==> config.mk <==
export PLATFORM = sky130hd
export DESIGN_NAME = keypad_code_entry
export DESIGN_NICKNAME = d
export VERILOG_FILES = /design/src/rtl/keypad_pkg.sv /design/src/rtl/keypad_entry_timer.sv /design/src/rtl/keypad_code_entry.sv
export SDC_FILE = /design/constraint.sdc
export NUM_CORES = 1
export LEC_CHECK = 0
export CORE_MARGIN = 2
export CORE_UTILIZATION = 50
export CTS_BUF_LIST = sky130_fd_sc_hd__clkbuf_2 sky130_fd_sc_hd__clkbuf_4 sky130_fd_sc_hd__clkbuf_8
export DETAILED_ROUTE_END_ITERATION = 10
export DONT_BUFFER_PORTS = 1
export PLACE_DENSITY_LB_ADDON = 0.15
export SETUP_SLACK_MARGIN = 0.05
export SYNTH_ARGS = -nofsm -noshare
export SYNTH_HDL_FRONTEND = slang
export SYNTH_HIERARCHICAL = 1
export SYNTH_SLANG_ARGS = --single-unit
==> constraint.sdc <==
create_clock -name clk -period 5.76 [get_ports clk]
set_input_delay 1.728 -clock clk [delete_from_list [all_inputs] [get_ports clk]]
set_output_delay 1.728 -clock clk [all_outputs]
set_load 0.05 [all_outputs]
==> src/rtl/keypad_pkg.sv <==
// Shared key-code constants, state encoding and code width for the keypad entry block.
package keypad_pkg;

   localparam int CODE_W = 14;

   localparam logic [3:0] KEY_CLEAR = 4'hA;
   localparam logic [3:0] KEY_ENTER = 4'hB;

   typedef enum logic [1:0] {
      ST_IDLE    = 2'd0,
      ST_COLLECT = 2'd1,
      ST_FULL    = 2'd2
   } state_t;

endpackage

==> src/rtl/keypad_entry_timer.sv <==
// Inactivity timer: counts clocks while run is high, restarts on clear, flags the last cycle.
module keypad_entry_timer #(
   parameter int TIMEOUT_CYCLES = 1000
) (
   input  logic clk,
   input  logic reset,
   input  logic clear,
   input  logic run,
   output logic expired
);

   localparam logic [15:0] LAST = 16'(TIMEOUT_CYCLES - 1);

   logic [15:0] count;

   always_ff @(posedge clk or posedge reset) begin
      if (reset) begin
         count <= '0;
      end else if (clear || !run) begin
         count <= '0;
      end else if (count != LAST) begin
         count <= count + 16'd1;
      end
   end

   // Asserted during the TIMEOUT_CYCLES-th idle clock so the owner can act on that edge.
   assign expired = run && (count == LAST);

endmodule

==> src/rtl/keypad_code_entry.sv <==
// Keypad code entry: collects NUM_DIGITS decimal digits and submits them on ENTER.
// Define KEYPAD_TIMEOUT_EN to discard partial entries after TIMEOUT_CYCLES idle clocks.
module keypad_code_entry
   import keypad_pkg::*;
#(
   parameter int NUM_DIGITS     = 4,
   parameter int TIMEOUT_CYCLES = 1000
) (
   input  logic              clk,
   input  logic              reset,
   input  logic              key_valid,
   input  logic [3:0]        key_code,
   output logic [CODE_W-1:0] code,
   output logic              code_valid,
   output logic [2:0]        digit_count,
   output logic              entry_err,
   output logic              timeout
);

   state_t            state;
   logic [CODE_W-1:0] acc;
   logic              expired;
   logic              timer_run;

   function automatic logic is_digit(input logic [3:0] k);
      return k <= 4'd9;
   endfunction

   // At most four digits, so the result never exceeds 9999 and fits CODE_W.
   function automatic logic [CODE_W-1:0] push_digit(input logic [CODE_W-1:0] a,
                                                     input logic [3:0]        d);
      return CODE_W'(a * CODE_W'(10)) + CODE_W'(d);
   endfunction

   assign timer_run = (state != ST_IDLE);

`ifdef KEYPAD_TIMEOUT_EN
   keypad_entry_timer #(
      .TIMEOUT_CYCLES(TIMEOUT_CYCLES)
   ) u_timer (
      .clk     (clk),
      .reset   (reset),
      .clear   (key_valid),
      .run     (timer_run),
      .expired (expired)
   );
`else
   // Constant 0 over the legal TIMEOUT_CYCLES range; no timer is built.
   assign expired = (TIMEOUT_CYCLES == 0);
`endif

   always_ff @(posedge clk or posedge reset) begin
      if (reset) begin
         state       <= ST_IDLE;
         acc         <= '0;
         code        <= '0;
         digit_count <= '0;
         code_valid  <= 1'b0;
         entry_err   <= 1'b0;
         timeout     <= 1'b0;
      end else begin
         code_valid <= 1'b0;
         entry_err  <= 1'b0;
         timeout    <= 1'b0;
         if (key_valid) begin
            if (is_digit(key_code)) begin
               if (state == ST_FULL) begin
                  entry_err <= 1'b1;
               end else begin
                  acc         <= push_digit(acc, key_code);
                  digit_count <= digit_count + 3'd1;
                  state       <= ((digit_count + 3'd1) == 3'(NUM_DIGITS)) ? ST_FULL : ST_COLLECT;
               end
            end else if (key_code == KEY_ENTER) begin
               if (state == ST_FULL) begin
                  code       <= acc;
                  code_valid <= 1'b1;
               end else begin
                  entry_err <= 1'b1;
               end
               acc         <= '0;
               digit_count <= '0;
               state       <= ST_IDLE;
            end else if (key_code == KEY_CLEAR) begin
               acc         <= '0;
               digit_count <= '0;
               state       <= ST_IDLE;
            end else begin
               entry_err <= 1'b1;
            end
         end else if (expired) begin
            // A key on the expiry cycle takes the branch above and so beats the timeout.
            acc         <= '0;
            digit_count <= '0;
            state       <= ST_IDLE;
            timeout     <= 1'b1;
         end
      end
   end

endmodule

==> metrics.log, run 1 <==
INFO  metric outcome = completed
INFO  metric grt_max_degree = 26
INFO  metric path_max_fanout = 12
INFO  metric tightestPinTransition = a little under 0.9 ns
INFO  metric path_clk_slew = 0.08 ns
INFO  metric cts.root.buffer_cell = clkbuf_8
INFO  metric vias = 1750
INFO  metric post_synth_top_area_cell = dfrtp_1
INFO  metric first_pass_grt_wire_length = about 8000 um
INFO  metric port-buffer-count = 0
INFO  metric maxSlewViolCount = 0
INFO  metric number_of_buffers_created_by_cts = 5
INFO  metric leakage = 1.19 nW
INFO  metric worst_path_max_delay_cell = or4_1
INFO  metric worst_hold_path.num_cells = 2
INFO  metric route.detailed.wl_per_inst = 15.7 um
INFO  metric boundaryPins = 27
INFO  metric synth-edff-count = 0
INFO  metric yosys_warnings = 6
INFO  metric layout-drive-gt1-share = ~12%
INFO  metric slew_headroom = between 40% and 50%
INFO  metric timing.critical_path.required = 5.98 ns
INFO  metric synthFlopType = dfrtp_1
INFO  metric cts_sinks = 35
INFO  metric synthesized_netlist_net_count = 276
INFO  metric synth.cell_area = 0.00237 sq mm
INFO  metric cell_chain_critical_path = o21ai_0, nand4_1, or4_1, nand3_1
INFO  metric finalWirelength = ~4600 um
INFO  metric layout-area-overhead-vs-synth = 5.39%
INFO  metric drt_iter0_markers = 57
INFO  metric synth_most_common_cell = dfrtp_1
INFO  metric fmax = 315 MHz
INFO  metric cts_hold_repair.buffers = 0
INFO  metric setup_tns = 0 ns
INFO  metric synth.top_cell.area_share = between 30% and 40%
INFO  metric routabilityCongestion = roughly 0.82
INFO  metric cp_slowest_stage_delay = 0.66 ns
INFO  metric grt_pass1_vias = 1640
INFO  metric detail_route.drc_violations = 0
INFO  metric htree_levels = 2
INFO  metric yosys-top-cells-count = dfrtp_1 (35), nand2_1 (33), ha_1 (24), o21ai_0 (18), nor2_1 (15)
INFO  metric grt_use_total = a little under a fifth
INFO  metric finalWorstSetupSlack = around 2.6 ns
INFO  metric postSynth.asyncResetShare = 100%
INFO  metric worst_path_dominant_cell_family = simple AND/OR/NAND/NOR gates
INFO  metric fp.dieW = between 70 and 80 um
INFO  metric timing.final.crit_share = 55.0%
INFO  metric number_of_filler_cells_placed_in_the_layout = 440
INFO  metric synth_area_per_cell = around 10 sq um
INFO  metric synth.top_cells.by_area = dfrtp_1 (37%), ha_1 (13%), mux2_2 (6.7%)
INFO  metric setup.worst_path.start_class = primary input
INFO  metric synth.yosys.seq_area_share = 37.0%
INFO  metric cp_num_cells = 4
INFO  metric power.ir.vdd_worst = around 0.00023 V
INFO  metric initial_antenna_violation_count = 0
INFO  metric clock_tree.buffer_depth = 2
INFO  metric tritoncts = yes
INFO  metric timing.clock.skew = about 0.0094 ns
INFO  metric start_util = 50.8%
INFO  metric first_drt_pass_iteration_count = 4
INFO  metric fin_hold_ws = 0.496 ns
INFO  metric finalNetCount = 273
INFO  metric antenna_violating_nets_post_route = 0
INFO  metric reg2reg_depth = 9
INFO  metric worstHoldPathType = flop to flop
INFO  metric yosysUniqueCellTypes = 51
INFO  metric floorplan.die_area = roughly 0.0053 sq mm
INFO  metric worst-path-buf-inv = 0
INFO  metric design.core.area = roughly 0.0047 sq mm
INFO  metric detail_route.vias_per_cell = 5.93
INFO  metric detailed_place_hpwl = 3590 um
INFO  metric setup.worst_path.end_class = flop
INFO  metric grt_remaining_overflow = 0
INFO  metric place_worst_setup_slack = roughly 2.3 ns
INFO  metric post_synth_inst_count = 243
INFO  metric ctsResizeCount = 0
INFO  metric std_cell_rows = 25
INFO  metric die-height = 72.8 um
INFO  metric cap_violations = 0
INFO  metric path_class = primary input to flop
INFO  metric synth_seq_cells = 35
INFO  metric post-cts-setup-buffer-count = 0
INFO  metric antenna-diode-count = 0
INFO  metric number_of_endpoints_with_negative_hold_slack_in_the_final_report = 0
INFO  metric power.density_cell_area = around 500 mW/mm^2
INFO  metric timing.final.setup_violations = 0
INFO  metric rsz0062_at_grt = false
INFO  metric insertion_delay = 0.29 ns
INFO  metric post_layout_minimum_cycle_time = 3.17 ns
INFO  metric crit_arrival = 3.39 ns
[worst paths after layout]
path                              from        endpoint  slack (ns)
max                        key_code[2]         acc[12]        2.59
min                           state[1]        state[1]        0.50
max reg2reg                     acc[1]         acc[13]        2.63
min reg2reg                   state[1]        state[1]        0.50
max in group asynchronous        reset         code[6]        3.74
min in group asynchronous        reset  digit_count[1]        1.34
[stage by stage]
stage	std cells	utilization [%]	power [mW]	cell area, sq um
final	295	53.6	1.24	2500
after global routing	295	53.6	1.36	2500
after CTS	295	53.6	1.25	2500
after detailed placement	287	51.2	1.02	2380
after global placement	287	51.2	1.02	2380
after floorplan	243	-	0.902	2370
[cell type report]
class / count / area (sq um) / share of cell area [%]
tap: 54 / 67.6 / 2.71
inverter: 5 / 18.8 / 0.752
sequential: 35 / 876 / 35.1
multi-input combinational: 192 / 1420 / 56.7
clock buffer: 5 / 68.8 / 2.76
timing repair buffer: 1 / 7.51 / 0.301
clock inverter: 3 / 43.8 / 1.75
[cell families after synthesis]
logic type | Yosys count | synth area share (%)
other cells | 1 | 0.158
mux | 14 | 6.65
flops | 35 | 37.0
buf+inv | 16 | 3.33
fa+ha+maj | 26 | 14.4
xor+xnor | 13 | 4.80
compound gates | 58 | 17.5
simple gates | 80 | 16.3
[power by group]
group,switching [mW],total (mW),internal (mW)
sequential,0.0766,0.365,0.288
clock,0.0943,0.223,0.129
combinational,0.376,0.654,0.278
[worst register-to-register path, delay by kind of cell, from the launching register on]
kind / cells / cell delay [ns]
AOI/OAI and AO/OA: 3 / 0.72
adders and majority gates: 3 / 1.03
and+or+nand+nor: 3 / 0.83
DFF: 1 / 0.43
[registers in the layout, summed over array words and instances, names as in the netlist]
signal       count
code            14
digit_count      3
code_valid       1
acc             14
state            2
entry_err        1
[layout by cell type (no fill, tap or decap), types with 5 or more instances in the layout]
cell type / netlist / layout
nand2_1: 33 / 33
o21ai_0: 18 / 18
inv_1: 5 / 5
xnor2_1: 8 / 8
nor2b_1: 5 / 5
mux2_2: 14 / 14
o211ai_1: 5 / 5
clkbuf_8: 0 / 5
nor2_1: 15 / 15
ha_1: 24 / 24
xor2_1: 5 / 5
a21oi_1: 5 / 5
dfrtp_1: 35 / 35
nand3_1: 8 / 8
[per-layer routing]
| layer | global-route usage, % | vias up | share of wire (%) |
|---|---|---|---|
| li1 | - | 874 | - |
| met1 | 26.5 | 838 | 49 |
| met2 | 29.0 | 33 | 47 |
| met3 | 2.21 | 5 | 3.2 |
| met4 | 7.41 | 0 | 1.5 |
| met5 | 0 | - | 0 |
Power figures use the tool's default switching activity.
==> run 2: changes to the inputs <==
- clock period: 5.76 -> 2.7 ns (I/O delays scaled with it)
==> run 2 against run 1 <==
Sequential share of layout area decreased by 5.5 points. Worst setup slack got worse by 2.5 ns. Routed wire length increased by 21%. Global-route usage increased by 3.4 points. Non-clock buffer count increased by 32. Highest routed layer unchanged.
==> metrics.log, run 2 (synthesis results as in run 1) <==
INFO  metric clock_tree.buffer_depth = 2
INFO  metric detail_route.drc_violations = 0
INFO  metric floorplan.die_area = 0.00531 sq mm
INFO  metric finalWorstSetupSlack = 0.0711 ns
INFO  metric first_pass_grt_wire_length = 9050 um
INFO  metric setup.worst_path.start_class = flop
INFO  metric post_layout_minimum_cycle_time = between 2 and 3 ns
INFO  metric first_drt_pass_iteration_count = 4
INFO  metric use_met1 = 29.9%
INFO  metric regToRegStartpoint = acc[3]
INFO  metric timing.clock.skew = 0.00610 ns
INFO  metric layout_commonest_cell = nand2_1
INFO  metric grt_use_total = roughly 22%
INFO  metric port-buffer-count = 0
INFO  metric cts_hold_repair.buffers = 0
INFO  metric groute.layer.met2.usage = between 30% and 40%
INFO  metric std_cell_rows = 25
INFO  metric share_comb_of_total_power = 62.5%
INFO  metric reg2reg_slack = 0.07 ns
INFO  metric mostFrequentLayoutCells = nand2_1 (33), buf_4 (32), dfrtp_1 (29), o21ai_0 (18), mux2_2 (14)
INFO  metric crit_arrival = 2.86 ns
INFO  metric grt_pass1_vias = 1849
INFO  metric cts.root.buffer_cell = clkbuf_8
INFO  metric slew_headroom = 62.2%
INFO  metric netSwitchingFraction = 41.3%
INFO  metric fin_hold_ws = about 0.42 ns
INFO  metric finalNetCount = slightly above 300
INFO  metric grt_remaining_overflow = 0
INFO  metric drt_iter0_markers = between 100 and 150
INFO  metric grt_max_degree = 26
INFO  metric leakage = 1.34 nW
INFO  metric layout-area-overhead-vs-synth = 26.1%
INFO  metric fin_util = 64.1%
INFO  metric vias = approximately 1900
INFO  metric largest_registers = acc x14, code x14, digit_count x3
INFO  metric initial_antenna_violation_count = 0
INFO  metric outcome = completed
INFO  metric cts_sinks = 35
INFO  metric power_report.internal_total = 2.04 mW
INFO  metric path_class = flop to flop
INFO  metric path_max_fanout = 3
INFO  metric antenna_violating_nets_post_route = 0
INFO  metric power.density_cell_area = 1160 mW/mm^2
INFO  metric rsz0062_at_grt = true
INFO  metric fin_cells = 327
INFO  metric timing.final.crit_share = 97.4%
INFO  metric timing.critical_path.required = about 3 ns
INFO  metric number_of_buffers_created_by_cts = 5
INFO  metric maxSlewViolCount = 0
INFO  metric power.ir.vdd_worst = 0.000729 V
INFO  metric tightestPinTransition = 0.567 ns
INFO  metric path_clk_slew = 0.07 ns
INFO  metric detail_route.vias_per_cell = 5.80
INFO  metric detailed_place_hpwl = 4080 um
INFO  metric worstHoldPathType = primary input to async pin
INFO  metric timing.final.setup_violations = 0
INFO  metric setup.worst_path.end_class = flop
INFO  metric cap_violations = 0
INFO  metric reg2reg_depth = 9
INFO  metric die-height = 72.8 um
INFO  metric antenna-diode-count = 0
INFO  metric worstReg2RegEnd = acc[12]
INFO  metric fmax = 380 MHz
INFO  metric routabilityCongestion = approximately 0.93
INFO  metric place_worst_setup_slack = -0.0298 ns
INFO  metric insertion_delay = 0.29 ns
INFO  metric place.detailed.instances = around 320
INFO  metric start_util = 50.8%
INFO  metric design.core.area = between 0.004 and 0.005 sq mm
INFO  metric htree_levels = 2
INFO  metric power.share.sequential = between 20% and 30%
INFO  metric gr_busiest_metal = met2
INFO  metric fp.dieW = roughly 73 um
INFO  metric switchingPower = 1.43 mW
INFO  metric tritoncts = yes
INFO  metric power_frac_clock = between 10 and 15%
INFO  metric finalWirelength = 5610 um
INFO  metric grtUsageMet3 = 3.04%
INFO  metric boundaryPins = 27
INFO  metric route.detailed.wl_per_inst = between 15 and 20 um
INFO  metric number_of_endpoints_with_negative_hold_slack_in_the_final_report = 0
INFO  metric layout-drive-gt1-share = 34.4%
==> run 2: cell types whose count changed in the layout (fill, tap and decap cells not counted), sizes merged <==
cell / before / now
buf: 1 / 33
clkbuf: 5 / 6
clkinv: 2 / 1
==> run 2: layout make-up <==
cell class,count,area (sq um)
clock buffer,6,82.6
fill,376,1670
multi-input combinational,192,1650
inverter,5,18.8
sequential,35,883
clock inverter,2,35.0
timing repair buffer,33,251
tap,54,67.6
==> run 2: metrics by stage <==
| stage | power (mW) | instance area, sq um | TNS [ns] |
|---|---|---|---|
| finish | 3.47 | 2990 | 0 |
| global route | 3.74 | 2990 | -0.0130 |
| CTS | 3.16 | 2850 | 0 |
| detailed placement | 2.53 | 2620 | -0.0298 |
| global placement | 2.51 | 2620 | -0.0292 |
| floorplan | 1.94 | 2390 | 0 |
==> run 2: layer usage <==
metal  vias to the layer above  share of wire [%]
met5                         -                  0
met3                         3                2.4
met4                         0               0.52
met2                        35                 51
met1                       924                 46
li1                        935                  -
==> run 2: how the worst max path moves through the flow <==
stage | to | startpoint | slack [ns] | cells past startpoint
2_1_floorplan | acc[12] | acc[1] | 0.06 | 9
3_3_place_gp | acc[12] | acc[2] | -0.03 | 8
3_5_place_dp | acc[12] | acc[2] | -0.03 | 8
4_1_cts | acc[12] | acc[3] | 0.05 | 8
5_1_grt | acc[12] | acc[3] | -0.01 | 9
6_report | acc[12] | acc[3] | 0.07 | 9
==> run 2: worst max-delay path: stages (launching register included) <==
cell     delay, ns
dfrtp_2       0.45
ha_4          0.26
ha_4          0.17
fa_2          0.39
xor2_2        0.23
nand3_2       0.13
nor4_4        0.24
nand3_1       0.14
or4_1         0.48
nand3_1       0.08
==> run 2: power by group through the flow <==
stage / combinational [mW] / sequential (mW) / clock, mW
finish: 2.17 / 0.803 / 0.497
global route: 2.40 / 0.815 / 0.520
CTS: 1.88 / 0.784 / 0.498
detailed placement: 1.75 / 0.783 / 0
global placement: 1.73 / 0.776 / 0
floorplan: 1.19 / 0.744 / 0
==> run 2: what timing repair did <==
| action | CTS | global route |
|---|---|---|
| hold endpoints to repair | 0 | 0 |
| pin swaps | 7 | 17 |
| setup endpoints to repair | 2 | 4 |
| gates resized for setup | 15 | 23 |
| buffers inserted | 1 | 2 |
